**config.mk**
```make
export PLATFORM = sky130hd
export DESIGN_NAME = aqp_spi_cmdproc_flat
export DESIGN_NICKNAME = d
export VERILOG_FILES = /design/src/rtl/aqp_spi_cmdproc_if.sv /design/src/rtl/aqp_spi_cmdproc.sv /design/src/flat_wrapper.sv
export SDC_FILE = /design/constraint.sdc
export NUM_CORES = 1
export LEC_CHECK = 0
export CAP_MARGIN = 40
export CORE_ASPECT_RATIO = 1.75
export CORE_MARGIN = 5
export CORE_UTILIZATION = 28
export CTS_BUF_LIST = sky130_fd_sc_hd__clkbuf_2 sky130_fd_sc_hd__clkbuf_4 sky130_fd_sc_hd__clkbuf_8
export CTS_CLUSTER_SIZE = 14
export DETAILED_ROUTE_END_ITERATION = 12
export PLACE_DENSITY = 0.51
export SLEW_MARGIN = 20
export SYNTH_ARGS = -nofsm -noshare
export SYNTH_HDL_FRONTEND = slang
export SYNTH_SLANG_ARGS = --single-unit
export TNS_END_PERCENT = 10
```
**constraint.sdc**
```tcl
create_clock -name clk -period 2.85 [get_ports clk]
set_input_delay 0.57 -clock clk [delete_from_list [all_inputs] [get_ports clk]]
set_output_delay 0.57 -clock clk [all_outputs]
set_load 0.03 [all_outputs]
```
**src/rtl/aqp_spi_cmdproc_if.sv**
```systemverilog
// aqp_spi_cmdproc_if: framing, byte stream, transmit and memory bus signals
// of the SPI command processor. "master" is the command processor side,
// "slave" is the SPI slave plus memory side.
interface aqp_spi_cmdproc_if #(
  parameter int ADDR_W = 16
);
  logic              msg_start;
  logic              msg_end;
  logic [7:0]        rxdata;
  logic              rxdata_valid;
  logic [7:0]        txdata;
  logic              txdata_ack;
  logic [ADDR_W-1:0] bus_addr;
  logic [7:0]        bus_wrdata;
  logic              bus_wr;
  logic              bus_rd;
  logic [7:0]        bus_rddata;
  logic              bus_ack;
  logic              busy;

  modport master (
    input  msg_start, msg_end, rxdata, rxdata_valid, txdata_ack, bus_rddata, bus_ack,
    output txdata, bus_addr, bus_wrdata, bus_wr, bus_rd, busy
  );

  modport slave (
    output msg_start, msg_end, rxdata, rxdata_valid, txdata_ack, bus_rddata, bus_ack,
    input  txdata, bus_addr, bus_wrdata, bus_wr, bus_rd, busy
  );
endinterface

```
**src/rtl/aqp_spi_cmdproc.sv**
```systemverilog
// aqp_spi_cmdproc: parses SSEL-framed SPI messages into byte-wide memory bus
// reads/writes with auto-incrementing address, and returns read data or a
// status byte on the SPI transmit path.
// Optional bus timeout: define AQP_SPICMD_BUSTIMEOUT_EN.
// ADDR_W is at most 16 (address arrives as two bytes).
//
// state   | meaning
// IDLE    | no message framed
// CMD     | waiting for the command byte
// ADDR_LO | waiting for address low byte
// ADDR_HI | waiting for address high byte
// WDATA   | each received byte becomes a bus write
// RDATA   | each txdata_ack fetches the next byte
// STAT    | status byte presented; flags clear when it is loaded
// DISCARD | ignore bytes until msg_end
module aqp_spi_cmdproc #(
  parameter int ADDR_W = 16
) (
  input logic               clk,
  input logic               reset_n,
  aqp_spi_cmdproc_if.master cp
);

  typedef enum logic [2:0] {
    S_IDLE, S_CMD, S_ADDR_LO, S_ADDR_HI, S_WDATA, S_RDATA, S_STAT, S_DISCARD
  } state_t;

  localparam logic [ADDR_W-1:0] ADDR_ONE = 1;

  state_t            state, state_nxt;
  logic              mode_wr, mode_wr_nxt;
  logic [ADDR_W-1:0] addr, addr_nxt;
  logic [7:0]        addr_lo, addr_lo_nxt;
  logic [15:0]       addr_full;
  logic [7:0]        tx_q;
  logic              overrun, err_cmd, timeout;
  logic [7:0]        status;

  logic              bus_wr_q, bus_rd_q;
  logic [ADDR_W-1:0] bus_addr_q;
  logic [7:0]        bus_wrdata_q;
  // one-deep hold for a request accepted while the bus is still occupied
  logic              q_valid, q_wr;
  logic [ADDR_W-1:0] q_addr;
  logic [7:0]        q_data;

  logic              req_active, req_done, req_pending, to_expire;
  logic              nr_valid, nr_wr;
  logic [ADDR_W-1:0] nr_addr;
  logic [7:0]        nr_data;
  logic              set_ovr, set_err, clr_flags, load_stat, clear_tx;

  assign addr_full   = {cp.rxdata, addr_lo};
  assign status      = {5'b0, timeout, err_cmd, overrun};
  assign req_active  = bus_wr_q | bus_rd_q;
  assign req_done    = req_active & (cp.bus_ack | to_expire);
  assign req_pending = (req_active & ~req_done) | q_valid;

  assign cp.txdata     = (state == S_RDATA || state == S_STAT) ? tx_q : 8'hFF;
  assign cp.bus_wr     = bus_wr_q;
  assign cp.bus_rd     = bus_rd_q;
  assign cp.bus_addr   = bus_addr_q;
  assign cp.bus_wrdata = bus_wrdata_q;
  assign cp.busy       = (state != S_IDLE) | req_active | q_valid;

  // Parser next state, address tracking and new bus request generation.
  always_comb begin
    state_nxt   = state;
    mode_wr_nxt = mode_wr;
    addr_nxt    = addr;
    addr_lo_nxt = addr_lo;
    nr_valid    = 1'b0;
    nr_wr       = 1'b0;
    nr_addr     = addr;
    nr_data     = cp.rxdata;
    set_ovr     = 1'b0;
    set_err     = 1'b0;
    clr_flags   = 1'b0;
    load_stat   = 1'b0;
    clear_tx    = 1'b0;
    if (cp.msg_start) begin
      state_nxt   = S_CMD;
      mode_wr_nxt = 1'b0;
    end else if (cp.msg_end) begin
      state_nxt   = S_IDLE;
      mode_wr_nxt = 1'b0;
    end else begin
      case (state)
        S_CMD: if (cp.rxdata_valid) begin
          case (cp.rxdata)
            8'h01:   begin state_nxt = S_ADDR_LO; mode_wr_nxt = 1'b1; end
            8'h02:   begin state_nxt = S_ADDR_LO; mode_wr_nxt = 1'b0; end
            8'h03:   begin state_nxt = S_STAT;    load_stat   = 1'b1; end
            default: begin state_nxt = S_DISCARD; set_err     = 1'b1; end
          endcase
        end
        S_ADDR_LO: if (cp.rxdata_valid) begin
          addr_lo_nxt = cp.rxdata;
          state_nxt   = S_ADDR_HI;
        end
        S_ADDR_HI: if (cp.rxdata_valid) begin
          addr_nxt = addr_full[ADDR_W-1:0];
          if (mode_wr) begin
            state_nxt = S_WDATA;
          end else begin
            state_nxt = S_RDATA;
            clear_tx  = 1'b1;
            if (q_valid) begin
              set_ovr = 1'b1;
            end else begin
              nr_valid = 1'b1;
              nr_addr  = addr_full[ADDR_W-1:0];
            end
          end
        end
        S_WDATA: if (cp.rxdata_valid) begin
          if (req_pending) begin
            set_ovr = 1'b1;
          end else begin
            nr_valid = 1'b1;
            nr_wr    = 1'b1;
            addr_nxt = addr + ADDR_ONE;
          end
        end
        S_RDATA: if (cp.txdata_ack) begin
          if (req_pending) begin
            set_ovr = 1'b1;
          end else begin
            nr_valid = 1'b1;
            nr_addr  = addr + ADDR_ONE;
            addr_nxt = addr + ADDR_ONE;
          end
        end
        S_STAT: if (cp.txdata_ack) begin
          clr_flags = 1'b1;
          state_nxt = S_DISCARD;
        end
        default: ;
      endcase
    end
  end

  // Parser registers, sticky flags and transmit byte.
  always_ff @(posedge clk) begin
    if (!reset_n) begin
      state   <= S_IDLE;
      mode_wr <= 1'b0;
      addr    <= '0;
      addr_lo <= 8'h00;
      overrun <= 1'b0;
      err_cmd <= 1'b0;
      tx_q    <= 8'hFF;
    end else begin
      state   <= state_nxt;
      mode_wr <= mode_wr_nxt;
      addr    <= addr_nxt;
      addr_lo <= addr_lo_nxt;
      if (clr_flags) begin
        overrun <= 1'b0;
        err_cmd <= 1'b0;
      end else begin
        if (set_ovr) overrun <= 1'b1;
        if (set_err) err_cmd <= 1'b1;
      end
      // read data only lands in RDATA so a late read cannot clobber a status byte
      if (load_stat)
        tx_q <= status;
      else if (clear_tx)
        tx_q <= 8'hFF;
      else if (req_done && bus_rd_q && state == S_RDATA)
        tx_q <= cp.bus_ack ? cp.bus_rddata : 8'hFF;
    end
  end

  // Bus request: hold until ack, always leave a gap cycle before the next one.
  always_ff @(posedge clk) begin
    if (!reset_n) begin
      bus_wr_q     <= 1'b0;
      bus_rd_q     <= 1'b0;
      bus_addr_q   <= '0;
      bus_wrdata_q <= 8'h00;
      q_valid      <= 1'b0;
      q_wr         <= 1'b0;
      q_addr       <= '0;
      q_data       <= 8'h00;
    end else begin
      if (req_done) begin
        bus_wr_q <= 1'b0;
        bus_rd_q <= 1'b0;
      end
      if (nr_valid) begin
        if (req_active) begin
          q_valid <= 1'b1;
          q_wr    <= nr_wr;
          q_addr  <= nr_addr;
          q_data  <= nr_data;
        end else begin
          bus_wr_q   <= nr_wr;
          bus_rd_q   <= ~nr_wr;
          bus_addr_q <= nr_addr;
          if (nr_wr) bus_wrdata_q <= nr_data;
        end
      end else if (q_valid && !req_active) begin
        q_valid    <= 1'b0;
        bus_wr_q   <= q_wr;
        bus_rd_q   <= ~q_wr;
        bus_addr_q <= q_addr;
        if (q_wr) bus_wrdata_q <= q_data;
      end
    end
  end

`ifdef AQP_SPICMD_BUSTIMEOUT_EN
  logic [7:0] to_cnt;

  assign to_expire = req_active & (to_cnt == 8'd0);

  // Down-counter: expires in the 255th cycle of an unacknowledged request.
  always_ff @(posedge clk) begin
    if (!reset_n) begin
      to_cnt  <= 8'd254;
      timeout <= 1'b0;
    end else begin
      if (!req_active)
        to_cnt <= 8'd254;
      else if (to_cnt != 8'd0)
        to_cnt <= to_cnt - 8'd1;
      if (clr_flags)
        timeout <= 1'b0;
      else if (to_expire && !cp.bus_ack)
        timeout <= 1'b1;
    end
  end
`else
  assign to_expire = 1'b0;
  assign timeout   = 1'b0;
`endif

endmodule
```
**src/flat_wrapper.sv**
```systemverilog
// flat-port wrapper written by rule: the top's interface ports become plain ports
module aqp_spi_cmdproc_flat 
#(
  parameter int ADDR_W = 16
)
  (clk, reset_n, cp_msg_start, cp_msg_end, cp_rxdata, cp_rxdata_valid, cp_txdata_ack, cp_bus_rddata, cp_bus_ack, cp_txdata, cp_bus_addr, cp_bus_wrdata, cp_bus_wr, cp_bus_rd, cp_busy);
  aqp_spi_cmdproc_if #(.ADDR_W(ADDR_W)) cp_i ();
  input logic clk;
  input logic reset_n;
  input wire logic [$bits(cp_i.msg_start)-1:0] cp_msg_start;
  input wire logic [$bits(cp_i.msg_end)-1:0] cp_msg_end;
  input wire logic [$bits(cp_i.rxdata)-1:0] cp_rxdata;
  input wire logic [$bits(cp_i.rxdata_valid)-1:0] cp_rxdata_valid;
  input wire logic [$bits(cp_i.txdata_ack)-1:0] cp_txdata_ack;
  input wire logic [$bits(cp_i.bus_rddata)-1:0] cp_bus_rddata;
  input wire logic [$bits(cp_i.bus_ack)-1:0] cp_bus_ack;
  output wire logic [$bits(cp_i.txdata)-1:0] cp_txdata;
  output wire logic [$bits(cp_i.bus_addr)-1:0] cp_bus_addr;
  output wire logic [$bits(cp_i.bus_wrdata)-1:0] cp_bus_wrdata;
  output wire logic [$bits(cp_i.bus_wr)-1:0] cp_bus_wr;
  output wire logic [$bits(cp_i.bus_rd)-1:0] cp_bus_rd;
  output wire logic [$bits(cp_i.busy)-1:0] cp_busy;
  assign cp_i.msg_start = cp_msg_start;
  assign cp_i.msg_end = cp_msg_end;
  assign cp_i.rxdata = cp_rxdata;
  assign cp_i.rxdata_valid = cp_rxdata_valid;
  assign cp_i.txdata_ack = cp_txdata_ack;
  assign cp_i.bus_rddata = cp_bus_rddata;
  assign cp_i.bus_ack = cp_bus_ack;
  assign cp_txdata = cp_i.txdata;
  assign cp_bus_addr = cp_i.bus_addr;
  assign cp_bus_wrdata = cp_i.bus_wrdata;
  assign cp_bus_wr = cp_i.bus_wr;
  assign cp_bus_rd = cp_i.bus_rd;
  assign cp_busy = cp_i.busy;
  aqp_spi_cmdproc #(.ADDR_W(ADDR_W)) u_core (.clk(clk), .reset_n(reset_n), .cp(cp_i));
endmodule
```
* Yosys cells after proc, flatten, opt, wreduce, memory -nomap -nowiden
Index checks and enable logic that the tools add are counted.
Cells by class: $add $sub $neg 1, equal/unequal tests 21, multiplexer cells 85, bitwise gates (word level) 12, reduce and logical (&&, ||, !) cells 26
Operator list (number):
- two-way mux 16 bit | 12
- two-way mux 8 bit | 10
- two-way mux 1 bit | 52
- one-hot mux 16 bit (3 select lines) | 1
- one-hot mux 16 bit (2 select lines) | 1
- adder 16 x 1 -> 16 bit, second input constant | 1
- equality test 8 x 2 -> 1 bit, second input constant | 2
- inequality test 4 bit, second input constant | 4
- AND reduction 5 bit | 3
- inequality test 2 bit, second input constant | 7
- two-way mux 3 bit | 4
- one-hot mux 3 bit (4 select lines) | 1
- equality test 3 bit, second input constant | 3
- nonzero test 3 bit | 3
- equality test 8 x 1 -> 1 bit, second input constant | 1
- AND reduction 4 bit | 2
- equality test 3 x 2 -> 1 bit, second input constant | 2
- NOT 1 bit | 6
- one-hot mux 1 bit (3 select lines) | 2
- one-hot mux 3 bit (2 select lines) | 1
- AND reduction 2 bit | 3
- nonzero test 2 bit | 3
- nonzero test 6 bit | 1
- OR reduction 3 bit | 2
- 11 further kinds | 18
Word-level totals: register bits after elaboration 90, input port bits 23, output and inout bits 35, word-level logic and storage cells 161

* Logic depth before layout (Yosys ltp)
Gate-level depths: netlist of the first run.
depth after elaboration 13, gate-level depth with buffers 9, gate-level depth less buffers 7

* Worst setup path after synthesis of the first run
Ideal clock, no wire load.
kind input to register, from input cp_msg_end, to register u_core.bus_wrdata_q[7] (netlist: u_core.cp.bus_wrdata[7]), setup time 88 ps, data arrival time 2143 ps, required time 2762 ps, slack 619 ps, stages 8, path buffers 2, path through or3b_1 nor4b_4 or2_1 o211a_1 buf_6 buf_8 nor2_1 a311oi_2
Between the ends: longest elaborated chain between the ends 4, elaborated cells between the ends (all ways) 10, classes of those cells 2 x eq/ne; 5 x mux; 3 x reduce/logical
RTL lines:
- from (decl) | line flat_wrapper.sv:11 | input wire logic [$bits(cp_i.msg_end)-1:0] cp_msg_end;
- two-way mux 1 bit | line aqp_spi_cmdproc.sv:84 | end else if (cp.msg_end) begin
- two-way mux 1 bit | line aqp_spi_cmdproc.sv:81 | if (cp.msg_start) begin
- inequality test 2 bit (no line) / nonzero test 2 bit (equally long branches)
- AND reduction 4 bit (no line)
- to (signal assigned) | line aqp_spi_cmdproc.sv:201 | if (nr_wr) bus_wrdata_q <= nr_data;
- to (signal assigned) | line aqp_spi_cmdproc.sv:208 | if (q_wr) bus_wrdata_q <= q_data;
- to (decl) | line aqp_spi_cmdproc.sv:41 | logic [7:0] bus_wrdata_q;
Several ways; a longest one is shown, not always the timed one. A chain may end at the register's enable or synchronous reset.

* Worst setup path in the final report of the first run
from register u_core.state[0], to output cp_txdata[2]
Between the ends: longest elaborated chain between the ends 3, elaborated cells between the ends (all ways) 4, classes of those cells 2 x eq/ne; 1 x mux; 1 x reduce/logical
RTL lines:
- from (decl) | line aqp_spi_cmdproc.sv:30 | state_t state, state_nxt;
- from (signal assigned) | line aqp_spi_cmdproc.sv:154 | state <= state_nxt;
- equality test 3 bit | line aqp_spi_cmdproc.sv:59 | assign cp.txdata = (state == S_RDATA || state == S_STAT) ? tx_q : 8'hFF;
- logical OR 1 bit * | line aqp_spi_cmdproc.sv:59
- two-way mux 8 bit * | line aqp_spi_cmdproc.sv:59
- to (decl) | line flat_wrapper.sv:17 | output wire logic [$bits(cp_i.txdata)-1:0] cp_txdata;
Every way passes the cells marked *; elsewhere a longest branch is shown, timed or not.

==> metrics.txt, run 1 <==
worst hold path class reg -> reg; Synth Register Bits 90; Avg Cell Area, Syn 7.81 µm²; final setup fails 0; Crit path arrival time 2070 ps; pin count of the biggest net entering global routing 48; Netlist Area Pre-Place 0.00503 mm²; CTS tree built; Max FO, Critical Path 11; Leakage 2.30 nW; cell area after layout 0.00657 mm²; max_cap viols 0; die height 187 µm; routed vias/inst 5.54; Min Clock Period, post-route 2640 ps; Setup Skew 14.4 ps; cts bufs inserted 9; Resize count post-CTS 0; cell count after synthesis 644; Worst VDD drop 0.000201 V; Die Span X 111 µm; fraction of layout cells with a size suffix above 1 0.186; DRT Pass-1 Iters 5; setup bufs post-CTS 0; die area 0.0208 mm²; Seq/Total Area, Yosys 0.358; first-pass GRT wire length 30.8 mm; share of the synthesized area in the top cell type 0.358; layout overhead on the synthesized area 30.7%; number of enable flip-flop cells after synthesis 0; ys async rst share 0; via count 5,461; Worst Path Required 2280 ps; nets 771; WL per Instance 20.2 µm; Final Hold Vio Count 0; predominant post-synthesis flop cell dfxtp_1; clk sinks 90; Syn. warnings 0; crit path capture type primary output; total routed wirelength 19.9 mm; Starting Density 0.281; RSZ-0062 raised after global routing false; Final period util 0.925; DR iter-0 viols 431; worst-margin pin slew 841 ps; CTS max path bufs 2; Worst-path clk slew 100 ps; placement-stage cell area 0.00638 mm²; # hold bufs at CTS 0; initial antenna violation count 0; synth top area cells dfxtp_1 (36%), nand2_1 (6.6%), nor2_1 (5.4%), a21oi_1 (4.4%), o21ai_0 (4.1%); num rows 65; dpl hpwl 15.0 mm; Max Slew Vio Count 0; Slew HR 0.436; Netlist cell types 74; Worst Hold Slack 459 ps; maximum clock frequency 379 MHz; pwr dens 356 mW/mm²; clk_lat worst skew 390 ps; DRC violation count after routing 0; most frequent cells in the layout buf_4 (89), dfxtp_1 (89), nand2_1 (88), nor2_1 (73), clkdlybuf4s50_1 (49); startpoint class of the critical path flop; WS Path Type reg -> out; GR Overflow Total 0; antenna cells 0; core area 0.0179 mm²; Net Count, Synth 668; I/O pins 58; gr usage total 0.188; largest area contributor in the netlist dfxtp_1; vias in the first global route 5,441; number of port buffers 57; Routability Congestion 0.983; Power Total 0.00234 W; status completed; CTS root buf clkbuf_8; Final ANT Viol Nets 0; htree depth 3
[report_power, final]
group | switching (W) | internal [W]
Clock | 0.000534 | 0.000358
Sequential | 0.00000527 | 0.00126
Combinational | 0.000106 | 0.0000796
[metal layers]
layer	part of all wire	global-route usage	routed length (µm)
met2	0.52	0.346	10400
met3	0.037	0.0259	731
met1	0.39	0.207	7840
met4	0.047	0.0979	932
met5	0	0	0
[final timing paths]
| kind | start | end | slack [ps] | cells after the start |
|---|---|---|---|---|
| setup / recovery | u_core.state[0] | cp_txdata[2] | 210 | 6 |
| hold / removal | u_core.cp.bus_addr[7] | u_core.cp.bus_addr[7] | 460 | 2 |
| hold reg to reg | u_core.cp.bus_addr[7] | u_core.cp.bus_addr[7] | 460 | 2 |
| setup reg to reg | u_core.q_valid | u_core.cp.bus_addr[7] | 310 | 7 |
[flip-flops by register name, summed over array words and instances, names as in the netlist, 3 cells and up]
register	flops
u_core.addr	16
u_core.addr_lo	8
u_core.cp.bus_addr	16
u_core.cp.bus_wrdata	8
u_core.q_addr	16
u_core.q_data	8
u_core.state	3
u_core.tx_q	8
[cell type report]
type,count,area [µm²]
Clock buffer,10,138
Clock inverter,6,53.8
Fill cell,1871,11300
Inverter,10,37.5
Multi-Input combinational cell,491,2950
Sequential cell,90,1800
Tap cell,234,293
Timing Repair Buffer,145,1300
[cell usage after synthesis (8+ instances only)]
master and number:
a211oi_1 12, a21oi_1 44, a311oi_1 8, a31oi_1 17, buf_2 12, clkbuf_1 36
dfxtp_1 90, inv_1 9, mux2i_1 10, nand2_1 88, nand3_1 16, nor2_1 73
nor3_1 13, o21ai_0 41, o22ai_1 11, o32ai_1 11, or2_2 9
[worst max-delay path, stage by stage, from the launching register on]
cell and delay [ps]:
dfxtp_1 510, buf_4 260, inv_1 110, nor2_1 100, o21ai_1 180, or2_2 350, buf_4 170
[cell families after synthesis]
family,count (synthesis),synth area share
AOI/OAI and AO/OA,211,0.287
xor gates and xnor gates,6,0.0119
adders and majority gates,1,0.00249
buffers and inverters,63,0.0552
DFF,90,0.358
muxes,10,0.0199
and+or+nand+nor,263,0.265
[per-stage QoR]
| stage | worst slack (ps) | TNS [ps] | instances | utilization |
|---|---|---|---|---|
| floorplan | 619 | 0 | 644 | - |
| global placement | -69.2 | -161 | 970 | 0.357 |
| detailed placement | -60.5 | -315 | 970 | 0.357 |
| CTS | 42.8 | 0 | 986 | 0.367 |
| global route | 101 | 0 | 986 | 0.367 |
| finish | 214 | 0 | 986 | 0.367 |
Power figures use the tool's default switching activity.
==> run 2, diff against run 1 <==
CORE_ASPECT_RATIO = 1.25   (was 1.75)
PLACE_DENSITY = 0.52   (was 0.51)
clock period = 2.25 ns   (was 2.85 ns; I/O delays follow)
==> metrics.txt, run 2 (same netlist as run 1, synthesis figures left out) <==
RSZ-0062 raised after global routing true; Post-Place Setup Slack -495 ps; Slew HR 0.644; nets 811; I/O pins 58; Max FO, Critical Path 8; total routed wirelength 19.5 mm; routed vias/inst 5.50; Cell Chain, Critical Path buf_4 > nor2b_1 > o21ai_2 > or2_2 > buf_4; maximum clock frequency 448 MHz; Final period util 0.992; via count 5,590; Final Util 0.398; final setup fails 0; CTS tree built; status completed; clk sinks 90; most frequent CP cell buf_4; cts bufs inserted 9; initial antenna violation count 0; Fillers 1,852; die height 160 µm; Worst Path Required 1800 ps; WS Path Type reg -> out; htree depth 3; GR Overflow Total 0; gr usage total 0.186; Setup Skew 22.4 ps; DRT Pass-1 Iters 7; die area 0.0208 mm²; Starting Density 0.286; DRC violation count after routing 0; startpoint class of the critical path flop; Worst Setup SP u_core.state[1]; worst hold path class reg -> reg; max_cap viols 0; Leakage 2.59 nW; Max Slew Vio Count 0; hold path startpoint u_core.cp.bus_addr[7]; Die Span X 130 µm; Crit path arrival time 1780 ps; Worst VDD drop 0.000287 V; # hold bufs at CTS 0; cell area after layout 0.00700 mm²; Routability Congestion 0.921; DR iter-0 viols 550; most frequent cells in the layout buf_4 (127), nand2_1 (87), dfxtp_1 (85), nor2_1 (72), a21oi_1 (44); setup bufs post-CTS 0; num rows 54; placement-stage cell area 0.00668 mm²; number of port buffers 57; Final Hold Vio Count 0; commonest non-fill, non-tap cell in the layout buf_4; final setup margin 18.8 ps; layout overhead on the synthesized area 39.1%; dpl hpwl 14.9 mm; pwr dens 440 mW/mm²; Slowest-stage cell, CP dfxtp_1; final setup TNS 0 ps; clk_lat worst skew 380 ps; FF-to-FF Start u_core.state[1]; first-pass GRT wire length 30.1 mm; core area 0.0176 mm²; Final ANT Viol Nets 0; fraction of layout cells with a size suffix above 1 0.250; Worst Hold Slack 460 ps; CTS max path bufs 2; antenna cells 0; slowest cell delay on critical path 370 ps; pin count of the biggest net entering global routing 29; crit path capture type primary output; CTS root buf clkbuf_8; vias in the first global route 5,331; Min Clock Period, post-route 2230 ps; worst-margin pin slew 534 ps; Worst-path clk slew 90 ps; WL per Instance 19.2 µm
run 2: cell types whose count changed in the layout (fill, tap and decap cells not counted), moves of 3 or more:
cell and change:
dlymetal6s2s_1 +5, dfxtp_1 -4, o21ai_2 +3, clkdlybuf4s50_1 -6
dfxtp_2 +4, buf_4 +38
run 2: worst paths after layout:
path / endpoint / slack [ps] / depth (start not counted)
max: cp_txdata[4] / 20 / 5
min: u_core.cp.bus_addr[7] / 460 / 2
max reg2reg: u_core.cp.bus_wrdata[1] / 110 / 8
min reg2reg: u_core.cp.bus_addr[7] / 460 / 2
run 2: power by group:
part	internal (W)	switching, W	total (W)	leakage, nW
Sequential	0.00160	0.00000504	0.00160	0.728
Clock	0.000541	0.000683	0.00122	0.108
Combinational	0.000113	0.000141	0.000253	1.76
Total	0.00225	0.000828	0.00308	2.59
run 2: layer usage:
metal	track usage	up-vias	wire, µm
met4	0.0643	0	565
li1	-	2665	-
met2	0.307	180	9570
met3	0.0294	32	957
met1	0.244	2713	8410
met5	0	-	0
run 2: cell type report:
type / instances / area, µm² / area share
Timing Repair Buffer: 185 / 1630 / 0.233
Tap cell: 224 / 280 / 0.0401
Clock inverter: 7 / 90.1 / 0.0129
Sequential cell: 90 / 1810 / 0.258
Inverter: 10 / 37.5 / 0.00536
Clock buffer: 9 / 124 / 0.0177
Multi-Input combinational cell: 491 / 3020 / 0.432
run 2: timing repair:
action / CTS / global route
setup endpoints to repair: 39 / 40
pin swaps: 2 / 6
gates cloned: 0 / 0
resized for setup: 9 / 23
run 2: critical path: cells and delay by family (launching register included):
family,cells,cell delay [ps]
AND/OR/NAND/NOR,2,550
flip-flops,1,370
buffers and inverters,2,320
AO/OA/AOI/OAI,1,170
run 2: stage by stage:
| stage | instances | total power, W |
|---|---|---|
| 6_report | 1016 | 0.00308 |
| 5_1_grt | 1016 | 0.00320 |
| 4_1_cts | 1016 | 0.00311 |
| 3_5_place_dp | 1000 | 0.00188 |
| 3_3_place_gp | 1000 | 0.00188 |
| 2_1_floorplan | 644 | 0.00173 |
==> run 3, diff against run 2 <==
clock period = 2.6 ns   (was 2.25 ns; I/O delays follow)
==> metrics.txt, run 3 (same netlist as run 1, synthesis figures left out) <==
WL per Instance 19.3 µm; Leakage 2.36 nW; Slew HR 0.575; max_cap viols 0; WS Path Type reg -> reg; Max FO, Critical Path 8; fraction of layout cells with a size suffix above 1 0.203; slowest cell delay on critical path 520 ps; Power Total 0.00265 W; Min Clock Period, post-route 2490 ps; Worst Path Required 2860 ps; Resize count post-CTS 2; Worst VDD drop 0.000184 V; core area 0.0176 mm²; most frequent cells in the layout buf_4 (103), nand2_1 (88), dfxtp_1 (87), nor2_1 (73), clkdlybuf4s50_1 (49); gr usage total 0.182; Worst-path clk slew 100 ps; clk_lat worst skew 380 ps; die height 160 µm; first-pass GRT wire length 29.7 mm; final setup fails 0; setup bufs post-CTS 0; DRT Pass-1 Iters 5; Setup Skew 10.7 ps; final setup TNS 0 ps; CTS max path bufs 2; pin count of the biggest net entering global routing 37; htree depth 3; GR Overflow Total 0; RSZ-0062 raised after global routing false; crit path capture type flop; pwr dens 398 mW/mm²; Final period util 0.959; DR iter-0 viols 610; maximum clock frequency 401 MHz; I/O pins 58; antenna cells 0; initial antenna violation count 0; Die Span X 130 µm; routed vias/inst 5.56; area of the multi-input gates 0.00296 mm²; worst-margin pin slew 633 ps; layout overhead on the synthesized area 32.3%; CTS root buf clkbuf_8; clk sinks 90; CTS tree built; num rows 54; Cell Chain, Critical Path nand4b_1 > nor4_4 > mux2i_1 > a221oi_1 > buf_4 > a211o_1 > o21ai_1; dpl hpwl 14.3 mm; DRC violation count after routing 0; die area 0.0208 mm²; Reg area 0.00181 mm²; # hold bufs at CTS 0; worst hold path class reg -> reg; status completed; Max Slew Vio Count 0; Fillers 1,790; nets 783; Final Hold Vio Count 0; Final ANT Viol Nets 0; total routed wirelength 19.1 mm; Starting Density 0.286; Crit path arrival time 2760 ps; startpoint class of the critical path flop; Slowest-stage cell, CP dfxtp_1; Routability Congestion 0.907; via count 5,492; cts bufs inserted 9; number of port buffers 57; vias in the first global route 5,289; commonest non-fill, non-tap cell in the layout buf_4
-- run 3: changes by cell type in the layout (fill, tap and decap cells not counted), moves of 3 or more --
cell,delta
buf_4,-24
clkdlybuf4s50_1,+6
dlymetal6s2s_1,-5
buf_12,-3
o21ai_2,-3
-- run 3: worst paths after layout --
path / to / depth (start not counted) / slack (ps) / from
worst min register to register: u_core.q_data[2] / 2 / 460 / u_core.q_data[2]
worst min-delay path: u_core.q_data[2] / 2 / 460 / u_core.q_data[2]
worst max register to register: u_core.cp.bus_addr[7] / 7 / 110 / u_core.addr[2]
worst max-delay path: u_core.cp.bus_addr[7] / 7 / 110 / u_core.addr[2]
-- run 3: layer usage --
layer,GRT usage,vias to the layer above,wire length [µm]
met5,0,-,0
met4,0.0581,0,413
met3,0.0227,22,864
met2,0.307,174,9460
met1,0.241,2687,8350
li1,-,2609,-
-- run 3: area by class of cell --
cell class / instances / area share
sequential: 90 / 0.271
multi-input combinational: 491 / 0.445
tap: 224 / 0.0421
inverter: 10 / 0.00564
clock buffer: 9 / 0.0186
timing repair buffer: 157 / 0.205
clock inverter: 7 / 0.0124
-- run 3: report_power, final --
part,leakage [nW],switching [W],internal [W]
registers,0.726,0.00000696,0.00138
logic,1.54,0.000114,0.0000868
clock network,0.0984,0.000600,0.000461
total,2.36,0.000721,0.00193
-- run 3: metrics by stage --
stage          std cells  setup WS, ps  hold WS (ps)  instance area (µm²)  utilization
2_1_floorplan        644           403           436                 5030            -
3_3_place_gp         972          -236           444                 6430        0.366
3_5_place_dp         972          -247           447                 6430        0.366
4_1_cts              988          93.2           461                 6640        0.378
5_1_grt              988          2.50           482                 6650        0.379
6_report             988           107           461                 6650        0.379
-- run 3: critical path, delay by kind of cell, from the launching register on --
kind | cells | cell delay [ps]
AOI/OAI and AO/OA | 3 | 610
DFF | 1 | 520
and+or+nand+nor | 2 | 930
buffers and inverters | 1 | 200
muxes | 1 | 130
